[config.mk]
export PLATFORM = sky130hd
export DESIGN_NAME = pixel_readout_sequencer
export DESIGN_NICKNAME = d
export VERILOG_FILES = /design/src/rtl/pixel_readout_sequencer.sv
export SDC_FILE = /design/constraint.sdc
export NUM_CORES = 1
export LEC_CHECK = 0
export ABC_AREA = 1
export BUFFER_PORTS_ARGS = -buffer_cell sky130_fd_sc_hd__clkbuf_2
export CORE_MARGIN = 1
export CORE_UTILIZATION = 47
export CTS_BUF_LIST = sky130_fd_sc_hd__clkbuf_16
export DETAILED_ROUTE_END_ITERATION = 7
export PLACE_DENSITY = 0.88
export SLEW_MARGIN = 0
export SYNTH_ARGS = -nofsm -noshare
export SYNTH_HDL_FRONTEND = slang
export SYNTH_SLANG_ARGS = --single-unit
[constraint.sdc]
create_clock -name SYSTEM_CLK -period 1.5 [get_ports SYSTEM_CLK]
set_clock_uncertainty 0.05 [all_clocks]
set_input_delay 0.15 -clock SYSTEM_CLK [delete_from_list [all_inputs] [get_ports SYSTEM_CLK]]
set_output_delay 0.15 -clock SYSTEM_CLK [all_outputs]
set_load 0.01 [all_outputs]
[src/rtl/pixel_readout_sequencer.sv]
// Readout sequencer: walks rows and column groups of the pixel array and streams beats downstream.
// Optional stall timeout in HOLD is built when READOUT_TIMEOUT_EN is defined.
module pixel_readout_sequencer #(
    parameter int unsigned WIDTH                  = 2,
    parameter int unsigned HEIGHT                 = 2,
    parameter int unsigned OUTPUT_BUS_PIXEL_WIDTH = 2,
    parameter int unsigned BIT_DEPTH              = 8,
    parameter int unsigned TIMEOUT_CYCLES         = 255,
    localparam int unsigned GROUPS = (WIDTH + OUTPUT_BUS_PIXEL_WIDTH - 1) / OUTPUT_BUS_PIXEL_WIDTH,
    localparam int unsigned GW     = (GROUPS > 1) ? $clog2(GROUPS) : 1,
    localparam int unsigned BW     = OUTPUT_BUS_PIXEL_WIDTH * BIT_DEPTH
) (
    input  logic              SYSTEM_CLK,
    input  logic              SYSTEM_RESET,
    input  logic              READOUT_START,
    input  logic [BW-1:0]     PIXEL_DATA_IN,
    input  logic              OUT_READY,
    output logic              READ_RESET,
    output logic [HEIGHT-1:0] ROW_SELECT,
    output logic [GW-1:0]     COL_GROUP,
    output logic [BW-1:0]     DATA_OUT,
    output logic              OUT_VALID,
    output logic              FRAME_START,
    output logic              FRAME_END,
    output logic              BUSY,
    output logic              READOUT_DONE,
    output logic              TIMEOUT_ERR
);

    localparam int unsigned RW = (HEIGHT > 1) ? $clog2(HEIGHT) : 1;

    typedef enum logic [2:0] {S_IDLE, S_RDRST, S_ADDR, S_HOLD, S_DONE} state_e;

    state_e              state_q, state_d;
    logic [RW-1:0]       row_q, row_d;
    logic [GW-1:0]       grp_q, grp_d;
    logic [BW-1:0]       data_q, pix_masked;
    logic                valid_q, fs_q, fe_q, busy_q, done_q, rr_q;
    logic [HEIGHT-1:0]   rowsel_q;
    logic [GW-1:0]       col_q;
    logic                last_beat, addressed_d;

`ifdef READOUT_TIMEOUT_EN
    localparam int unsigned SW = $clog2(TIMEOUT_CYCLES + 1);
    logic [SW-1:0]       stall_q, stall_d;
    logic                err_q, err_d;
`endif

    assign last_beat   = (row_q == RW'(HEIGHT - 1)) && (grp_q == GW'(GROUPS - 1));
    assign addressed_d = (state_d == S_ADDR) || (state_d == S_HOLD);

    // Zero the lanes of a partial last group that lie beyond the array width
    always_comb begin
        pix_masked = PIXEL_DATA_IN;
        for (int unsigned k = 0; k < OUTPUT_BUS_PIXEL_WIDTH; k++) begin
            if ((32'(grp_q) * OUTPUT_BUS_PIXEL_WIDTH + k) >= WIDTH) begin
                pix_masked[k*BIT_DEPTH +: BIT_DEPTH] = '0;
            end
        end
    end

    always_comb begin
        state_d = state_q;
        row_d   = row_q;
        grp_d   = grp_q;
`ifdef READOUT_TIMEOUT_EN
        stall_d = stall_q;
        err_d   = err_q;
`endif
        case (state_q)
            S_IDLE: begin
                if (READOUT_START) begin
                    state_d = S_RDRST;
                    row_d   = '0;
                    grp_d   = '0;
`ifdef READOUT_TIMEOUT_EN
                    err_d   = 1'b0;
`endif
                end
            end
            S_RDRST: state_d = S_ADDR;
            S_ADDR:  state_d = S_HOLD;
            S_HOLD: begin
                if (OUT_READY) begin
`ifdef READOUT_TIMEOUT_EN
                    stall_d = '0;
`endif
                    if (last_beat) begin
                        state_d = S_DONE;
                    end else begin
                        state_d = S_ADDR;
                        if (grp_q == GW'(GROUPS - 1)) begin
                            grp_d = '0;
                            row_d = row_q + RW'(1);
                        end else begin
                            grp_d = grp_q + GW'(1);
                        end
                    end
                end
`ifdef READOUT_TIMEOUT_EN
                else if (stall_q == SW'(TIMEOUT_CYCLES - 1)) begin
                    state_d = S_DONE;
                    stall_d = '0;
                    err_d   = 1'b1;
                end else begin
                    stall_d = stall_q + SW'(1);
                end
`endif
            end
            S_DONE:  state_d = S_IDLE;
            default: state_d = S_IDLE;
        endcase
    end

    // Outputs are registered from next-state values so they align with the state they describe
    always_ff @(posedge SYSTEM_CLK or posedge SYSTEM_RESET) begin
        if (SYSTEM_RESET) begin
            state_q  <= S_IDLE;
            row_q    <= '0;
            grp_q    <= '0;
            data_q   <= '0;
            valid_q  <= 1'b0;
            fs_q     <= 1'b0;
            fe_q     <= 1'b0;
            busy_q   <= 1'b0;
            done_q   <= 1'b0;
            rr_q     <= 1'b0;
            rowsel_q <= '0;
            col_q    <= '0;
        end else begin
            state_q  <= state_d;
            row_q    <= row_d;
            grp_q    <= grp_d;
            if (state_q == S_ADDR) begin
                data_q <= pix_masked;
            end
            valid_q  <= (state_d == S_HOLD);
            fs_q     <= (state_d == S_HOLD) && (row_d == '0) && (grp_d == '0);
            fe_q     <= (state_d == S_HOLD) && (row_d == RW'(HEIGHT - 1)) && (grp_d == GW'(GROUPS - 1));
            busy_q   <= (state_d != S_IDLE);
            done_q   <= (state_d == S_DONE);
            rr_q     <= (state_d == S_RDRST);
            rowsel_q <= addressed_d ? (HEIGHT'(1) << row_d) : '0;
            col_q    <= addressed_d ? grp_d : '0;
        end
    end

`ifdef READOUT_TIMEOUT_EN
    always_ff @(posedge SYSTEM_CLK or posedge SYSTEM_RESET) begin
        if (SYSTEM_RESET) begin
            stall_q <= '0;
            err_q   <= 1'b0;
        end else begin
            stall_q <= stall_d;
            err_q   <= err_d;
        end
    end
    assign TIMEOUT_ERR = err_q;
`else
    logic [31:0] unused_timeout;
    assign unused_timeout = TIMEOUT_CYCLES;
    assign TIMEOUT_ERR    = 1'b0;
`endif

    assign READ_RESET   = rr_q;
    assign ROW_SELECT   = rowsel_q;
    assign COL_GROUP    = col_q;
    assign DATA_OUT     = data_q;
    assign OUT_VALID    = valid_q;
    assign FRAME_START  = fs_q;
    assign FRAME_END    = fe_q;
    assign BUSY         = busy_q;
    assign READOUT_DONE = done_q;

endmodule
==> summary.txt <==
===============================================================================
CTS tree                                                                  built
Buffers & Inverters on Critical Path                                          1
CP top delay family                                                buffers and inverters
H-tree depth                                                                  2
First-pass GRT wire length                                              3930 µm
Worst flop-to-flop path startpoint                                 grp_q$_DFF_PP0_
Final min period                                                        1.33 ns
Maximum number of pins on one net before global-route repair                 34
Total GRT Usage                                                           20.7%
DIE HEIGHT                                                              52.0 µm
Element type at the critical path end                                  register
Post-layout nets                                                            192
Top cells by area in the synthesized netlist                       sky130_fd_sc_hd__dfrtp_1, sky130_fd_sc_hd__nand2_1, sky130_fd_sc_hd__o21ai_0, sky130_fd_sc_hd__nand2_2, sky130_fd_sc_hd__nor2_1
Via density                                                                4.83
Per-cell routed wire length                                             12.2 µm
Critical-path cell with the highest stage delay                    sky130_fd_sc_hd__clkinv_1
Cell with the most instances after synthesis                       sky130_fd_sc_hd__nand2_1
Outcome                                                            complete, no violations
Cell type with the highest aggregate area in the netlist           sky130_fd_sc_hd__dfrtp_1
Drt initial violations                                                       19
Cell types with the highest counts after synthesis                 sky130_fd_sc_hd__nand2_1, sky130_fd_sc_hd__dfrtp_1, sky130_fd_sc_hd__o21ai_0, sky130_fd_sc_hd__nor2_1
Antenna Nets Post-Route                                                       0
Global placer's final weighted congestion                                 0.807
Effective utilization at floorplan                                        51.6%
Seq/Total Area, Yosys                                                     63.9%
Setup TNS after final layout                                               0 ns
Ys flop type                                                       sky130_fd_sc_hd__dfrtp_1
Final clock period utilization by the worst path                          89.0%
Remaining global-route overflow                                               0
Post-DP HPWL                                                            1710 µm
I/O pin count                                                                46
Kind of path behind the tightest hold check                        input port to register
Clk Latency, worst-skew pair                                            0.26 ns
Worst-case setup margin in the final layout                            0.165 ns
Synth Register Bits                                                          30
CP Launch Type                                                         register
Worst vdd rail ir drop                                                  1790 µV
Post-CTS setup buffer count                                                   0
Die ar.                                                                2700 µm²
Count of final setup violators                                                0
CP Class                                                           register to register
Antenna violations before repair                                              0
Total DRC errors in the routed layout                                         0
Pre-antenna DRT Iters                                                         4
Synth warn                                                                    0
Worst Min Path Start                                               PIXEL_DATA_IN[5]
CTS clock-pin slew for the worst setup and hold paths                   0.05 ns
Total placed instance area                                             1430 µm²
Antenna diode count                                                           0
Pre-CTS setup slack                                                    0.183 ns
Number of cells traversed by the worst register-to-register path              3
Delay contributed by the slowest stage of the critical path             0.41 ns
# fillers                                                                   180
Number of buffers on the longest clock path                                   2
Post-synthesis instance area                                           1170 µm²
R2R Path End                                                       FRAME_START$_DFF_PP0_
Power density over the cells                                        2260 nW/µm²
Critical path data required time                                        1.60 ns
Gate count of the mapped netlist                                            123
Max Cap Viol                                                                  0
Register-to-register setup slack                                        0.17 ns
Routed Wire Length                                                      2450 µm
Area of combinational cells with multiple inputs                        367 µm²
Final number of hold-violating endpoints                                      0
Avg Cell Area, Syn                                                     9.55 µm²
Cell-by-cell trace of the critical path                            clkinv_1 > a21oi_2 > nor2_1
Net Count, Synth                                                            143
Number of enable-type register cells in the synthesized netlist               0
Number of buffer cells added on primary ports                                44
Static power due to leakage                                            0.887 nW
Share of post-route cells with drive strength above 1                     35.3%
Critical Path Fanout Max                                                     17
Post-Layout Inst Area                                                  1580 µm²
CP arrival                                                              1.44 ns
Worst hold path endpoint                                           DATA_OUT[5]$_DFFE_PP0P_
Highest attainable clock frequency                                    0.749 GHz
CTS Root Buffer Type                                               sky130_fd_sc_hd__clkbuf_16
Power, Total                                                            3.56 mW
Placeable Area                                                         2280 µm²
Count of unique library cells instantiated by Yosys                          18
Worst hold path stage count                                                   3
Die Wd                                                                  52.0 µm
Cts bufs inserted                                                             5
Share of the synthesized area in the top cell type                        63.9%
Std cell rows                                                                17
Total area of sequential cells                                          751 µm²
Clk sink count                                                               30
Setup repair after global routing missed its margin                       false
Overall via count from detail_route                                         971
Final slew viol count                                                         0
Via count of the first global-routing pass                                  940
Ys async rst share                                                         100%
Area growth from synthesis to layout                                      34.2%
Post-CTS Resized                                                              0
===============================================================================
==> placed cells by master, fill, tap and decap left out <==
| cell | instances |
|---|---|
| sky130_fd_sc_hd__clkbuf_2 | 44 |
| sky130_fd_sc_hd__nand2_1 | 38 |
| sky130_fd_sc_hd__dfrtp_1 | 30 |
| sky130_fd_sc_hd__o21ai_0 | 16 |
| sky130_fd_sc_hd__nor2_1 | 10 |
| sky130_fd_sc_hd__inv_1 | 6 |
| sky130_fd_sc_hd__nand2_2 | 6 |
| sky130_fd_sc_hd__clkbuf_16 | 5 |
| sky130_fd_sc_hd__clkinv_1 | 4 |
| sky130_fd_sc_hd__nand3_1 | 3 |
| sky130_fd_sc_hd__inv_2 | 1 |
| sky130_fd_sc_hd__nand3_4 | 1 |
| sky130_fd_sc_hd__nor2_2 | 1 |
| sky130_fd_sc_hd__nand4_1 | 1 |
| sky130_fd_sc_hd__a21oi_2 | 1 |
| sky130_fd_sc_hd__or2_1 | 1 |
| sky130_fd_sc_hd__a21oi_1 | 1 |
| sky130_fd_sc_hd__conb_1 | 1 |
| sky130_fd_sc_hd__dlygate4sd3_1 | 1 |
| sky130_fd_sc_hd__buf_12 | 1 |
| sky130_fd_sc_hd__buf_4 | 1 |
==> worst min-delay path, cell delays in order <==
cell                       delay (ns)
sky130_fd_sc_hd__clkbuf_2        0.08
sky130_fd_sc_hd__nand2_1         0.05
sky130_fd_sc_hd__o21ai_0         0.07
==> area by class of cell <==
type | count | share of cell area (%)
multi-input combinational | 80 | 23.3
timing repair buffer | 47 | 16.3
inverter | 8 | 1.90
sequential | 30 | 47.6
tap | 28 | 2.22
clock buffer | 5 | 7.94
clock inverter | 3 | 0.714
==> cell families after synthesis <==
| logic type | synth area share [%] |
|---|---|
| AO/OA/AOI/OAI | 7.99 |
| buffers and inverters | 4.90 |
| flip-flops | 63.9 |
| other | 0.319 |
| AND/OR/NAND/NOR | 22.9 |
==> metrics by stage <==
step | hold WS, ns | util, % | cells
after floorplan | 0.191 | - | 123
after global placement | 0.159 | 62.8 | 192
after detailed placement | 0.168 | 62.8 | 192
after CTS | 0.0716 | 69.3 | 201
after global routing | 0.0780 | 69.3 | 201
final | 0.0714 | 69.3 | 201
==> routing by layer <==
metal | global-route usage [%] | vias to the layer above | routed length (µm)
li1 | - | 479 | -
met5 | 0 | - | 0
met1 | 24.3 | 457 | 1030
met3 | 6.43 | 5 | 152
met4 | 9.01 | 0 | 37
met2 | 34.6 | 30 | 1230
==> power breakdown <==
part | total [mW] | internal [mW] | switching, mW
clock network | 0.900 | 0.593 | 0.307
logic | 1.29 | 0.514 | 0.779
registers | 1.37 | 1.16 | 0.207
total | 3.56 | 2.27 | 1.29
==> flip-flops by register name, summed over array words and instances (netlist names) <==
name,flops
DATA_OUT,16
state_q,3
ROW_SELECT,2
BUSY,1
COL_GROUP,1
FRAME_END,1
FRAME_START,1
OUT_VALID,1
READOUT_DONE,1
READ_RESET,1
grp_q,1
row_q,1
==> how the worst max path moves through the flow <==
stage                              start               endpoint  slack (ns)  cells past startpoint
global placement         grp_q$_DFF_PP0_    FRAME_END$_DFF_PP0_        0.28                      3
CTS                      grp_q$_DFF_PP0_  FRAME_START$_DFF_PP0_        0.17                      3
floorplan           state_q[1]$_DFF_PP0_         BUSY$_DFF_PP0_        0.41                      5
global route             grp_q$_DFF_PP0_  FRAME_START$_DFF_PP0_        0.06                      3
detailed placement       grp_q$_DFF_PP0_  FRAME_START$_DFF_PP0_        0.18                      3
finish                   grp_q$_DFF_PP0_  FRAME_START$_DFF_PP0_        0.17                      3
==> repair_timing <==
action                                  CTS  global route
endpoints found under the setup margin    0             0
hold buffers                              1             0
endpoints found under the hold margin    30             0
(Power assumes the default switching activity.)
